==> src/rtl/if_stage.sv <==
// Instruction fetch: PC register, combinational imem address, IF/ID pipeline register; one-cycle fetch latency.
// Backpressure: stall holds PC and IF/ID; redirect overrides stall; flush bubbles IF/ID independently of stall.
module if_stage #(
  parameter logic [31:0] RESET_PC   = 32'h0000_0000,
  parameter logic [31:0] HALT_INSTR = 32'h0000_000C
) (
  input  logic        clk,
  input  logic        rst,
  input  logic        stall,
  input  logic        flush,
  input  logic        redirect,
  input  logic [31:0] redirect_pc,
  input  logic [31:0] idata,
  output logic [31:0] iaddr,
  output logic [31:0] if_id_instr,
  output logic [31:0] if_id_pc4,
  output logic        if_id_valid,
  output logic        halted,
  output logic        misalign_err,
  output logic [31:0] fetch_count
);

  typedef enum logic [1:0] {BOOT, RUN, HALT} state_t;

  typedef struct packed {
    logic [31:0] instr;
    logic [31:0] pc4;
    logic        valid;
  } ifid_t;

  localparam ifid_t BUBBLE = '{instr: 32'h0, pc4: 32'h0, valid: 1'b0};

  state_t      state, state_n;
  ifid_t       ifid, ifid_n;
  logic [31:0] pc, pc_n;
  logic [31:0] cnt, cnt_n;
  logic        mis, mis_n;
  logic [31:0] pc_plus4;
  logic [31:0] redirect_tgt;

  assign pc_plus4     = pc + 32'd4;
  assign redirect_tgt = {redirect_pc[31:2], 2'b00};

  always_ff @(posedge clk or negedge rst) begin
    if (!rst) begin
      state <= BOOT;
      pc    <= RESET_PC;
      ifid  <= BUBBLE;
      cnt   <= 32'h0;
      mis   <= 1'b0;
    end else begin
      state <= state_n;
      pc    <= pc_n;
      ifid  <= ifid_n;
      cnt   <= cnt_n;
      mis   <= mis_n;
    end
  end

  always_comb begin
    state_n = state;
    pc_n    = pc;
    ifid_n  = ifid;
    cnt_n   = cnt;
    mis_n   = mis;
    case (state)
      BOOT: state_n = RUN;
      RUN: begin
        if (redirect) begin
          pc_n   = redirect_tgt;
          ifid_n = BUBBLE;
          if (redirect_pc[1:0] != 2'b00) mis_n = 1'b1;
        end else if (stall) begin
          if (flush) ifid_n = BUBBLE;
        end else if (flush) begin
          pc_n   = pc_plus4;
          ifid_n = BUBBLE;
        end else begin
          pc_n   = pc_plus4;
          ifid_n = '{instr: idata, pc4: pc_plus4, valid: 1'b1};
          if (cnt != 32'hFFFF_FFFF) cnt_n = cnt + 32'd1;
          if (idata == HALT_INSTR) state_n = HALT;
        end
      end
      HALT: begin
        // Only a redirect restarts fetch; PC stays frozen otherwise.
        if (redirect) begin
          pc_n    = redirect_tgt;
          ifid_n  = BUBBLE;
          state_n = RUN;
          if (redirect_pc[1:0] != 2'b00) mis_n = 1'b1;
        end else if (!stall || flush) begin
          ifid_n = BUBBLE;
        end
      end
      default: state_n = BOOT;
    endcase
  end

  assign iaddr        = pc;
  assign if_id_instr  = ifid.instr;
  assign if_id_pc4    = ifid.pc4;
  assign if_id_valid  = ifid.valid;
  assign halted       = (state == HALT);
  assign misalign_err = mis;
  assign fetch_count  = cnt;

endmodule
==> config.mk <==
export PLATFORM = sky130hd
export DESIGN_NAME = if_stage
export DESIGN_NICKNAME = d
export VERILOG_FILES = /design/src/rtl/if_stage.sv
export SDC_FILE = /design/constraint.sdc
export NUM_CORES = 1
export LEC_CHECK = 0
export ABC_AREA = 0
export BUFFER_PORTS_ARGS = -buffer_cell sky130_fd_sc_hd__buf_4
export CAP_MARGIN = 15
export CORE_MARGIN = 1
export CORE_UTILIZATION = 51
export DETAILED_ROUTE_END_ITERATION = 10
export GPL_TIMING_DRIVEN = 0
export PLACE_DENSITY = 0.85
export SLEW_MARGIN = 40
export SYNTH_ARGS = -nofsm -noshare
export SYNTH_HDL_FRONTEND = slang
export SYNTH_SLANG_ARGS = --single-unit
==> constraint.sdc <==
create_clock -name clk -period 2.6 [get_ports clk]
set_input_delay 0.26 -clock clk [delete_from_list [all_inputs] [get_ports clk]]
set_output_delay 0.26 -clock clk [all_outputs]
set_load 0.005 [all_outputs]
== Word-level counts from Yosys, hierarchy flattened ==
Cells that the tools add are included.

* Register bits: 132
* Bits of input ports: 69
* Output and inout bits: 131
* Word-level logic and storage cells: 52

* Add/sub/neg operators: 2
* Equal/unequal tests: 12
* Muxes and demuxes: 17
* Bitwise gates (word level): 3
* Reductions and logical operators: 11

{| class="wikitable"
|+ Operator list
! operator !! count
|-
| 65-bit 2-to-1 mux || 6
|-
| 65-bit case mux with 2 select lines || 1
|-
| 32-bit 2-to-1 mux || 3
|-
| 32-bit case mux with 2 select lines || 1
|-
| 32-bit by 1-bit adder with 32-bit output (second input constant) || 1
|-
| 32-bit by 3-bit adder with 32-bit output (second input constant) || 1
|-
| 32-bit by 4-bit == test with 1-bit output (second input constant) || 1
|-
| 32-bit inequality test (second input constant) || 1
|-
| 2-bit 2-to-1 mux || 5
|-
| 2-bit inequality test (second input constant) || 5
|-
| 5-bit AND reduction || 2
|-
| 3-bit AND reduction || 3
|-
| 2-bit case mux with 3 select lines || 1
|-
| 4-bit inequality test (second input constant) || 1
|-
| 2-bit nonzero test || 2
|-
| 3-bit by 2-bit inequality test with 1-bit output (second input constant) || 1
|-
| 3-bit inequality test (second input constant) || 1
|-
| 1-bit NOT || 3
|-
| 2-bit by 1-bit == test with 1-bit output (second input constant) || 1
|-
| 2-bit == test (second input constant) || 1
|-
| 2-bit zero test || 1
|-
| 2-bit OR reduction || 1
|-
| 1-bit zero test || 1
|-
| 1-bit logical OR || 1
|}

== Longest topological paths before layout ==
Gate-level depths: netlist (run 1).

* Depth in word-level cells: 6
* Gate-level depth with buffers: 8
* Mapped depth without buffers: 7

== Worst setup path after synthesis (run 1) ==
OpenSTA, ideal clock, no wires.

* Kind: register to register
* From: register pc[2] (netlist: iaddr[2])
* To: register pc[30] (netlist: iaddr[30])
* Setup time: 67 ps
* Arrival: 2147 ps
* Data required time: 2533 ps
* Setup slack: 386 ps
* Cell stages (with the launch flop): 8
* Buffers on the path: 1
* Clock period less this slack: 2214 ps
* Path through: dfrtp_1 ha_1 and3_1 clkbuf_1 nand3_1 or4_4 a21oi_1 o221a_1

* Longest elaborated chain between the ends: 4

{| class="wikitable"
|+ Ends and longest elaborated chain
! what !! RTL line !! text
|-
| start, declared || 35 || <nowiki>logic [31:0] pc, pc_n;</nowiki>
|-
| start signal, assigned || 53 || <nowiki>pc <= pc_n;</nowiki>
|-
| 32-bit by 3-bit adder with 32-bit output || 41 || <nowiki>assign pc_plus4 = pc + 32'd4;</nowiki>
|-
| 32-bit 2-to-1 mux || 73 || <nowiki>end else if (stall) begin</nowiki>
|-
| 32-bit 2-to-1 mux || 69 || <nowiki>if (redirect) begin</nowiki>
|-
| 32-bit case mux with 2 select lines || 66 || <nowiki>case (state)</nowiki>
|}

No other way between the ends. The select of a mux whose other input is x is not followed.
A chain may end at the register's enable or synchronous reset.

== Worst setup path after layout (run 1) ==
* From: register state[0]
* To: register pc[4] (netlist: iaddr[4])

* Longest elaborated chain between the ends: 3
* Elaborated cells between the ends (all ways): 7
* Classes of those cells: eq/ne: 4; mux: 1; reduce/logical: 2

{| class="wikitable"
|+ Ends and longest elaborated chain
! what !! RTL line !! text
|-
| start, declared || 33 || <nowiki>state_t state, state_n;</nowiki>
|-
| start signal, assigned || 52 || <nowiki>state <= state_n;</nowiki>
|-
| 2-bit by 1-bit == test with 1-bit output / 2-bit == test (equally long branches) || 66 ||
|-
| 3-bit inequality test (no line) (tied with other cells) || - ||
|-
| 3-bit AND reduction (no line) || - ||
|}

Several ways; a longest one is shown, not always the timed one.

==> results of run 1 <==
-- cells by family (layout without fill, tap and decap cells) --
family,after synthesis,after routing,synth area share (%)
muxes,1,1,0.1795
xor gates and xnor gates,56,56,7.818
buffers and inverters,58,289,4.069
adders and majority gates,6,6,1.197
and+or+nand+nor,216,216,17.35
other,1,2,0.05978
DFF,129,129,51.46
AOI/OAI and AO/OA,157,157,17.87
-- per-layer routing --
| metal | track usage [%] | vias up | share of wire (%) |
|---|---|---|---|
| li1 | - | 2710 | - |
| met1 | 39.21 | 2913 | 40 |
| met2 | 52.39 | 314 | 50 |
| met3 | 6.749 | 35 | 8.1 |
| met4 | 9.737 | 0 | 1.7 |
| met5 | 0 | - | 0 |
-- flip-flops by register name, summed over array words and instances (netlist names) --
register	count
fetch_count	32
iaddr	30
if_id_instr	32
if_id_pc4	31
if_id_valid	1
misalign_err	1
state	2
-- through the flow --
step           setup slack (ps)  area (sq um)  power, W  hold slack (ps)  utilization [%]
6_report                  68.03          8683  0.005793            66.78            72.29
3_3_place_gp              26.43          7933  0.003153            461.3            66.04
2_1_floorplan             385.9          6277  0.002703           -35.59                -
4_1_cts                   32.02          8655  0.005772            59.49            72.05
5_1_grt                  -10.76          8683  0.005982            71.25            72.29
3_5_place_dp             -67.27          8001  0.003208            144.6            66.61
-- area by class of cell --
| cell class | instances | area, sq um |
|---|---|---|
| sequential | 129 | 3229 |
| tap | 147 | 183.9 |
| inverter | 19 | 71.32 |
| clock inverter | 12 | 181.4 |
| fill | 875 | 3328 |
| buffer | 39 | 183.9 |
| multi-input combinational | 438 | 2833 |
| clock buffer | 20 | 456.7 |
| timing repair buffer | 199 | 1544 |
-- how the worst min path moves through the flow --
stage	startpoint	cells after the start	to	slack, ps
2_1_floorplan	rst	0	fetch_count[0]	-40
3_3_place_gp	misalign_err	1	misalign_err	460
3_5_place_dp	rst	1	fetch_count[26]	140
4_1_cts	idata[4]	2	if_id_instr[4]	60
5_1_grt	idata[3]	2	if_id_instr[3]	70
6_report	idata[4]	2	if_id_instr[4]	70
-- power by group through the flow --
stage | Combinational [W] | Clock [W] | Sequential [W]
global placement | 0.000795 | 0 | 0.00236
detailed placement | 0.000833 | 0 | 0.00238
finish | 0.000848 | 0.00259 | 0.00235
global route | 0.000924 | 0.00269 | 0.00237
CTS | 0.000841 | 0.00259 | 0.00234
floorplan | 0.000360 | 0 | 0.00234
-- cells in the mapped netlist, drive strengths merged (10+ instances only) --
cell,number,area [sq um]
a21oi,21,105.1
a22o,36,315.3
buf,12,82.58
clkbuf,27,101.4
dfrtp,129,3228
inv,19,71.32
nand2,66,247.7
nand3,42,215.2
nand4,17,106.4
nor2,30,112.6
nor3,17,85.08
nor4,17,118.9
o21a,10,75.07
o21ai,36,180.2
o22a,12,105.1
xnor2,40,350.3
xor2,16,140.1
-- repair_timing --
| item | in CTS | in global routing |
|---|---|---|
| hold buffers | 1 | 0 |
| endpoints found under the setup margin | 7 | 21 |
| hold endpoints to repair | 33 | 0 |
| gates resized for setup | 1 | 5 |
-- critical path, stage by stage (launching register included) --
cell and delay (ps):
dfrtp_1 400, inv_1 110, ha_1 300, a21oi_1 120
o21ai_0 340, buf_2 310, buf_1 560, o21ai_0 220
==> results.json, run 1 <==
{
  "routed_wl_mm": 19.36,
  "leakage_nw": 4.016,
  "path_max_fanout": 10,
  "areaGrowthSynthToFinish_pct": 38.41,
  "status": "finished clean",
  "async_flop_share_pct": 100.0,
  "cp-end-kind": "register",
  "power.internal_w": 0.004256,
  "diodes": 0,
  "r2r-end": "iaddr[4]",
  "ir_worst_vdd_v": 0.0003553,
  "antenna_found_initial": 0,
  "grt_first_pass_wirelength_mm": 30.57,
  "fin_skew_ps": 11.67,
  "netlist_instances": 624,
  "setup-tns-final_ps": 0,
  "fin_cells": 1003,
  "post-dp-hpwl_mm": 13.72,
  "slew_headroom_pct": 54.45,
  "drcViolationCount": 0,
  "cts_tree": "built",
  "p_per_area_nw_per_um2": 667.1,
  "p_switching_w": 0.001536,
  "start_util_pct": 52.23,
  "synth_cell_types": 54,
  "die_y_microns": 112.9,
  "clkLatencyLatePin_ps": 420,
  "layout_min_cycle_time_ps": 2532,
  "synth-edff-count": 0,
  "rows": 40,
  "final-hold-violation-count": 0,
  "drive_gt1_share_pct": 30.14,
  "worstRegToRegCells": 7,
  "vias_per_cell": 5.954,
  "criticalPathCategory": "reg -> reg",
  "tightest_slew_ps": 677.0,
  "clockBufferDepth": 2,
  "grt_max_degree": 52,
  "core_area_sq_um": 12010,
  "final-setup-viol-count": 0,
  "dp_cells": 970,
  "syn_area_per_cell_sq_um": 10.05,
  "die_x_microns": 112.9,
  "fin_crit_sh_pct": 97.38,
  "drtPass1Iterations": 5,
  "synth_ff_type": "dfrtp_1",
  "grt_pass1_vias": 5929,
  "first_iter_violations": 613,
  "drv_slew": 0,
  "critical_path.endpoint": "iaddr[4]",
  "fin_nets": 918,
  "seq_power_share_pct": 40.6,
  "clkPwrFrac_pct": 44.7,
  "syn_area_sq_um": 6274,
  "clk_pin_slew_worst_paths_ps": 60,
  "gp_congestion": 0.8808,
  "clockRootBuffer": "clkbuf_16",
  "cts_max_level": 4,
  "dieArea_sq_um": 12750,
  "grt.total_usage_pct": 30.73,
  "cts.sinks": 129,
  "r2r_slack_ps": 70,
  "ys.warnings.count": 0,
  "fmax_mhz": 395.0,
  "vias": 5972,
  "ant_nets": 0,
  "rr_startpoint": "state[0]",
  "drv_cap": 0,
  "crit_path_start": "state[0]",
  "portBuffers": 196,
  "arrival_ps": 2790,
  "io_pins": 200,
  "cts_setup_buffers": 0,
  "gr-total-overflow": 0,
  "numCtsBuffers": 17,
  "cp.required_ps": 2860,
  "wl_per_cell_microns": 19.31,
  "yosysSeqAreaShare_pct": 51.46,
  "min_path_type": "in -> reg",
  "layout_common_cells": "200 x buf_4, 128 x dfrtp_1, 66 x nand2_1",
  "power_frac_comb_pct": 14.6,
  "mostFrequentLayoutCell": "buf_4",
  "ys_ff_latch": 129,
  "startpoint_type": "register",
  "swShare_pct": 26.52
}
No activity file was read; power rests on OpenSTA's default activity.
==> run 2, diff against run 1 <==
--- a/config.mk
+++ b/config.mk
@@ -9,10 +9,10 @@
 export BUFFER_PORTS_ARGS = -buffer_cell sky130_fd_sc_hd__buf_4
 export CAP_MARGIN = 15
 export CORE_MARGIN = 1
-export CORE_UTILIZATION = 51
+export CORE_UTILIZATION = 55
 export DETAILED_ROUTE_END_ITERATION = 10
 export GPL_TIMING_DRIVEN = 0
-export PLACE_DENSITY = 0.85
+export PLACE_DENSITY = 0.9
 export SLEW_MARGIN = 40
 export SYNTH_ARGS = -nofsm -noshare
 export SYNTH_HDL_FRONTEND = slang
==> constraint.sdc (replaced) <==
create_clock -name clk -period 3.3 [get_ports clk]
set_input_delay 0.66 -clock clk [delete_from_list [all_inputs] [get_ports clk]]
set_output_delay 0.66 -clock clk [all_outputs]
set_load 0.005 [all_outputs]
==> run 2 against run 1 <==
  * Clock-buffer cell count increased by 4
  * Sequential power is 21% lower
  * First-iteration DRC count is 2.6% lower
==> results.json, run 2 (synthesized netlist as in run 1, its figures left out) <==
{
  "dieArea_sq_um": 11840,
  "crit_chain": "ha_1 > and3_1 > clkbuf_1 > nand3_1 > nor4_1 > nand3_1 > o221a_2",
  "final-setup-viol-count": 0,
  "final-hold-violation-count": 0,
  "grt_max_degree": 67,
  "place_ws_ps": 571.0,
  "final_area_sq_um": 8537,
  "start_util_pct": 57.12,
  "min_path_type": "in -> async",
  "cts_max_level": 4,
  "mostFrequentLayoutCell": "buf_4",
  "drv_cap": 0,
  "cts_setup_buffers": 0,
  "path_max_fanout": 10,
  "tightest_slew_ps": 683.7,
  "first_iter_violations": 597,
  "rows": 38,
  "r2r-end": "iaddr[28]",
  "max_stage_delay_ps": 640,
  "fin_cells": 992,
  "io_pins": 200,
  "fin_skew_ps": 8.126,
  "areaGrowthSynthToFinish_pct": 36.08,
  "rr_startpoint": "iaddr[2]",
  "worstRegToRegCells": 7,
  "fillers": 712,
  "clk_pin_slew_worst_paths_ps": 50,
  "diodes": 0,
  "fin_crit_sh_pct": 81.11,
  "regArea_sq_um": 3228,
  "fin_nets": 916,
  "drtPass1Iterations": 6,
  "multi_input_area_sq_um": 2800,
  "layout_common_cells": "200 x buf_4, 129 x dfrtp_1, 66 x nand2_1",
  "grt.total_usage_pct": 32.94,
  "gp_congestion": 0.9586,
  "routed_wl_mm": 18.92,
  "rsz0062_at_grt": "false",
  "core_area_sq_um": 10980,
  "ir_worst_vdd_v": 0.0004230,
  "vias_per_cell": 6.052,
  "fin_util_pct": 77.73,
  "vias": 6004,
  "clkLatencyLatePin_ps": 410,
  "place_area_sq_um": 7965,
  "grt_pass1_vias": 5916,
  "portBuffers": 196,
  "setup-tns-final_ps": 0,
  "fmax_mhz": 373.6,
  "layout_min_cycle_time_ps": 2677,
  "startpoint_type": "register",
  "cts_tree": "built",
  "r2r_slack_ps": 620,
  "dp_cells": 962,
  "p_per_area_nw_per_um2": 508.1,
  "drcViolationCount": 0,
  "postLayoutSetupSlackWorst_ps": 623.3,
  "hold_buffers": 0,
  "die_x_microns": 108.8,
  "drive_gt1_share_pct": 29.23,
  "crit_path_start": "iaddr[2]",
  "numCtsBuffers": 17,
  "cp-end-kind": "register",
  "gr-total-overflow": 0,
  "clockRootBuffer": "clkbuf_16",
  "arrival_ps": 2980,
  "die_y_microns": 108.8,
  "wl_per_cell_microns": 19.07,
  "clockBufferDepth": 2,
  "slew_headroom_pct": 54.00,
  "post-dp-hpwl_mm": 13.37,
  "cts_resized": 0,
  "drv_slew": 0,
  "status": "finished clean",
  "cp_slowest_cell": "nor4_1",
  "antenna_found_initial": 0,
  "leakage_nw": 3.958,
  "criticalPathCategory": "reg -> reg",
  "cp.required_ps": 3600,
  "cts.sinks": 129,
  "critical_path.endpoint": "iaddr[28]",
  "ant_nets": 0,
  "grt_first_pass_wirelength_mm": 29.39,
  "cpMostUsedCell": "nand3_1"
}
run 2: changes by cell type in the layout (fill, tap and decap cells not counted), sizes merged:
cell,previous run,this run
bufinv,4,2
clkinv,6,4
inv,20,19
clkinvlp,1,0
clkbuf,47,51
dlygate4sd3,1,0
buf,210,209
run 2: report_power, final:
group          total (W)  switching (W)  internal [W]  leakage (nW)
sequential       0.00185       0.000161       0.00169          1.67
combinational   0.000658       0.000312      0.000346          2.00
clock            0.00183       0.000648       0.00118         0.286
total            0.00434        0.00112       0.00322          3.96
run 2: per-stage QoR:
stage          hold slack (ps)  total power, W
2_1_floorplan            364.4        0.002130
3_3_place_gp             463.3        0.002481
3_5_place_dp             463.5        0.002517
4_1_cts                  205.0        0.004342
5_1_grt                  217.8        0.004497
6_report                 175.2        0.004338
run 2: metal layers:
layer	vias to the layer above	share of wire, %	GRT usage [%]
met1	2918	39	39.62
met4	0	2.3	13.22
met5	-	0	0
li1	2702	-	-
met3	48	8.8	9.085
met2	336	49	55.88
run 2: worst min-delay path by stage:
stage                      endpoint  slack (ps)  cells after the start
finish              fetch_count[10]         180                      1
global route        fetch_count[10]         220                      1
CTS                 fetch_count[10]         200                      1
detailed placement     misalign_err         460                      1
global placement        if_id_valid         460                      2
floorplan            fetch_count[0]         360                      0
run 2: layout make-up:
cell class / count / area share (%)
sequential: 129 / 37.81
clock buffer: 24 / 5.760
multi-input combinational: 438 / 32.80
timing repair buffer: 197 / 17.65
clock inverter: 6 / 0.9380
buffer: 39 / 2.154
tap: 140 / 2.052
inverter: 19 / 0.8354
run 2: critical path: cells and delay by family (launching register included):
kind / cells / cell delay, ps
simple gates: 4 / 1410
compound gates: 1 / 160
buf+inv: 1 / 210
fa+ha+maj: 1 / 320
flops: 1 / 470
==> run 3, diff against run 2 <==
--- a/config.mk
+++ b/config.mk
@@ -5,14 +5,14 @@
 export SDC_FILE = /design/constraint.sdc
 export NUM_CORES = 1
 export LEC_CHECK = 0
-export ABC_AREA = 0
+export ABC_AREA = 1
 export BUFFER_PORTS_ARGS = -buffer_cell sky130_fd_sc_hd__buf_4
 export CAP_MARGIN = 15
 export CORE_MARGIN = 1
-export CORE_UTILIZATION = 55
+export CORE_UTILIZATION = 48
 export DETAILED_ROUTE_END_ITERATION = 10
 export GPL_TIMING_DRIVEN = 0
-export PLACE_DENSITY = 0.9
+export PLACE_DENSITY = 0.82
 export SLEW_MARGIN = 40
 export SYNTH_ARGS = -nofsm -noshare
 export SYNTH_HDL_FRONTEND = slang
==> constraint.sdc (replaced) <==
create_clock -name clk -period 2.2 [get_ports clk]
set_input_delay 0.44 -clock clk [delete_from_list [all_inputs] [get_ports clk]]
set_output_delay 0.44 -clock clk [all_outputs]
set_load 0.005 [all_outputs]
==> run 3 against run 2 <==
  * Final area up 15%
  * Wire length up 20%
  * Clock-buffer cell count down 6
  * Synthesized cell count up 79%
  * Worst hold slack better by 44 ps
  * Total power up 57%
  * Sequential power up 48%
  * Critical endpoint is now iaddr[30]
  * Largest power group is now clock
==> results.json, run 3 <==
{
  "status": "finished clean",
  "p_per_area_nw_per_um2": 692.6,
  "place_ws_ps": -104.7,
  "synth_area_leaders": "dfrtp_1 44%, nand2_1 27%, nor2_1 8.8%",
  "diodes": 0,
  "wl_per_cell_microns": 14.73,
  "clockRootBuffer": "clkbuf_16",
  "syn_area_per_cell_sq_um": 6.617,
  "first_iter_violations": 508,
  "grt_max_degree": 68,
  "r2r_slack_ps": 130,
  "ys_ff_latch": 129,
  "cp.required_ps": 2510,
  "postLayoutSetupSlackWorst_ps": 130.6,
  "setup-tns-final_ps": 0,
  "die_x_microns": 126.1,
  "final-hold-violation-count": 0,
  "grt_pass1_vias": 7493,
  "fin_skew_ps": 10.78,
  "clockBufferDepth": 2,
  "synth_ff_type": "dfrtp_1",
  "min_path_type": "in -> reg",
  "syn_area_sq_um": 7391,
  "r2r-end": "iaddr[30]",
  "leakage_nw": 5.226,
  "drive_gt1_share_pct": 19.76,
  "vias_per_cell": 5.083,
  "yosys.cell_count.top_type": "nand2_1",
  "numCtsBuffers": 17,
  "ir_worst_vdd_v": 0.0005480,
  "fin_nets": 1413,
  "cts_tree": "built",
  "portBuffers": 197,
  "layout_common_cells": "528 x nand2_1, 202 x buf_4, 172 x nor2_1",
  "criticalPathCategory": "reg -> reg",
  "path_max_fanout": 10,
  "rows": 44,
  "clk_pin_slew_worst_paths_ps": 60,
  "netlist_instances": 1117,
  "slew_headroom_pct": 57.21,
  "mostFrequentLayoutCell": "nand2_1",
  "yosysSeqAreaShare_pct": 43.68,
  "dieArea_sq_um": 15900,
  "io_pins": 200,
  "hp-start": "idata[24]",
  "startpoint_type": "register",
  "synth_cell_types": 29,
  "gr-total-overflow": 0,
  "cts_max_level": 4,
  "ys.warnings.count": 0,
  "grt_first_pass_wirelength_mm": 36.92,
  "drv_cap": 0,
  "synth_top_area_share_pct": 43.68,
  "post-dp-hpwl_mm": 16.91,
  "gp_congestion": 0.9694,
  "routed_wl_mm": 22.61,
  "cp-end-kind": "register",
  "async_flop_share_pct": 100.0,
  "yosysTopAreaCell": "dfrtp_1",
  "synth_common_cells": "528 x nand2_1, 173 x nor2_1, 129 x dfrtp_1",
  "fmax_mhz": 483.2,
  "clkLatencyLatePin_ps": 420,
  "start_util_pct": 50.09,
  "arrival_ps": 2370,
  "tightest_slew_ps": 641.8,
  "core_area_sq_um": 14750,
  "ant_nets": 0,
  "die_y_microns": 126.1,
  "grt.total_usage_pct": 29.71,
  "antenna_found_initial": 0,
  "cts.sinks": 129,
  "fin_crit_sh_pct": 94.06,
  "drtPass1Iterations": 5,
  "vias": 7803,
  "drcViolationCount": 0,
  "areaGrowthSynthToFinish_pct": 32.81,
  "drv_slew": 0,
  "min_path_cells": 3,
  "final-setup-viol-count": 0,
  "synth-edff-count": 0,
  "layout_min_cycle_time_ps": 2069,
  "hold_end": "if_id_instr[24]",
  "worstRegToRegCells": 8,
  "rr_startpoint": "state[0]"
}
[run 3: report_power, final]
group,switching (W),internal (W)
clock network,0.00112,0.00191
logic,0.000571,0.000459
registers,0.000213,0.00252
[run 3: worst max-delay path by stage]
stage | startpoint | to | slack, ps | cells past startpoint
2_1_floorplan | state[1] | if_id_pc4[7] | 460 | 11
3_5_place_dp | state[0] | iaddr[11] | -100 | 7
4_1_cts | fetch_count[0] | fetch_count[22] | 60 | 10
3_3_place_gp | state[0] | iaddr[12] | -70 | 7
6_report | state[0] | iaddr[30] | 130 | 8
5_1_grt | state[1] | if_id_pc4[5] | -4 | 8
[run 3: cells by family after synthesis]
group	after synthesis	synth area share, %
buffers and inverters	114	6.636
and+or+nand+nor	804	43.12
AOI/OAI and AO/OA	45	3.369
adders and majority gates	6	1.016
other	1	0.05074
DFF	129	43.68
xor gates and xnor gates	18	2.133
[run 3: per-stage QoR]
stage	std cells	area (sq um)	power [W]	util (%)	hold WS [ps]
after CTS	1533	9786	0.006810	66.32	209.7
after global routing	1535	9816	0.007095	66.53	211.8
after global placement	1499	9104	0.003746	61.70	462.0
after floorplan	1118	7395	0.003190	-	144.4
final	1535	9816	0.006798	66.53	219.2
after detailed placement	1500	9139	0.003775	61.94	417.7
[run 3: final cells by class]
class | count | area, sq um
buffer | 34 | 191.4
timing repair buffer | 201 | 1539
clock buffer | 18 | 429.2
inverter | 80 | 300.3
clock inverter | 14 | 205.2
sequential | 129 | 3229
multi-input combinational | 875 | 3691
fill | 1285 | 4938
tap | 184 | 230.2
[run 3: worst max-delay path, cell delays in order (launching register included)]
cell and delay (ps):
dfrtp_1 420, inv_1 100, ha_1 330, nand2_1 160, nand3_2 220, clkbuf_1 470
nor2_1 120, nand2_1 90, nand2_1 40
[run 3: timing repair]
action / CTS / global route
resized for setup: 1 / 7
hold buffers: 1 / 0
buffers inserted: 0 / 2
gates cloned: 0 / 0
hold endpoints to repair: 62 / 0
setup endpoints to repair: 15 / 51
pin swaps: 0 / 1
[run 3: layer usage]
layer	up-vias	wire [microns]	global-route usage [%]
met4	0	796	13.61
li1	3882	-	-
met1	3586	9958	38.50
met2	279	10520	47.81
met3	56	1342	6.202
met5	-	0	0
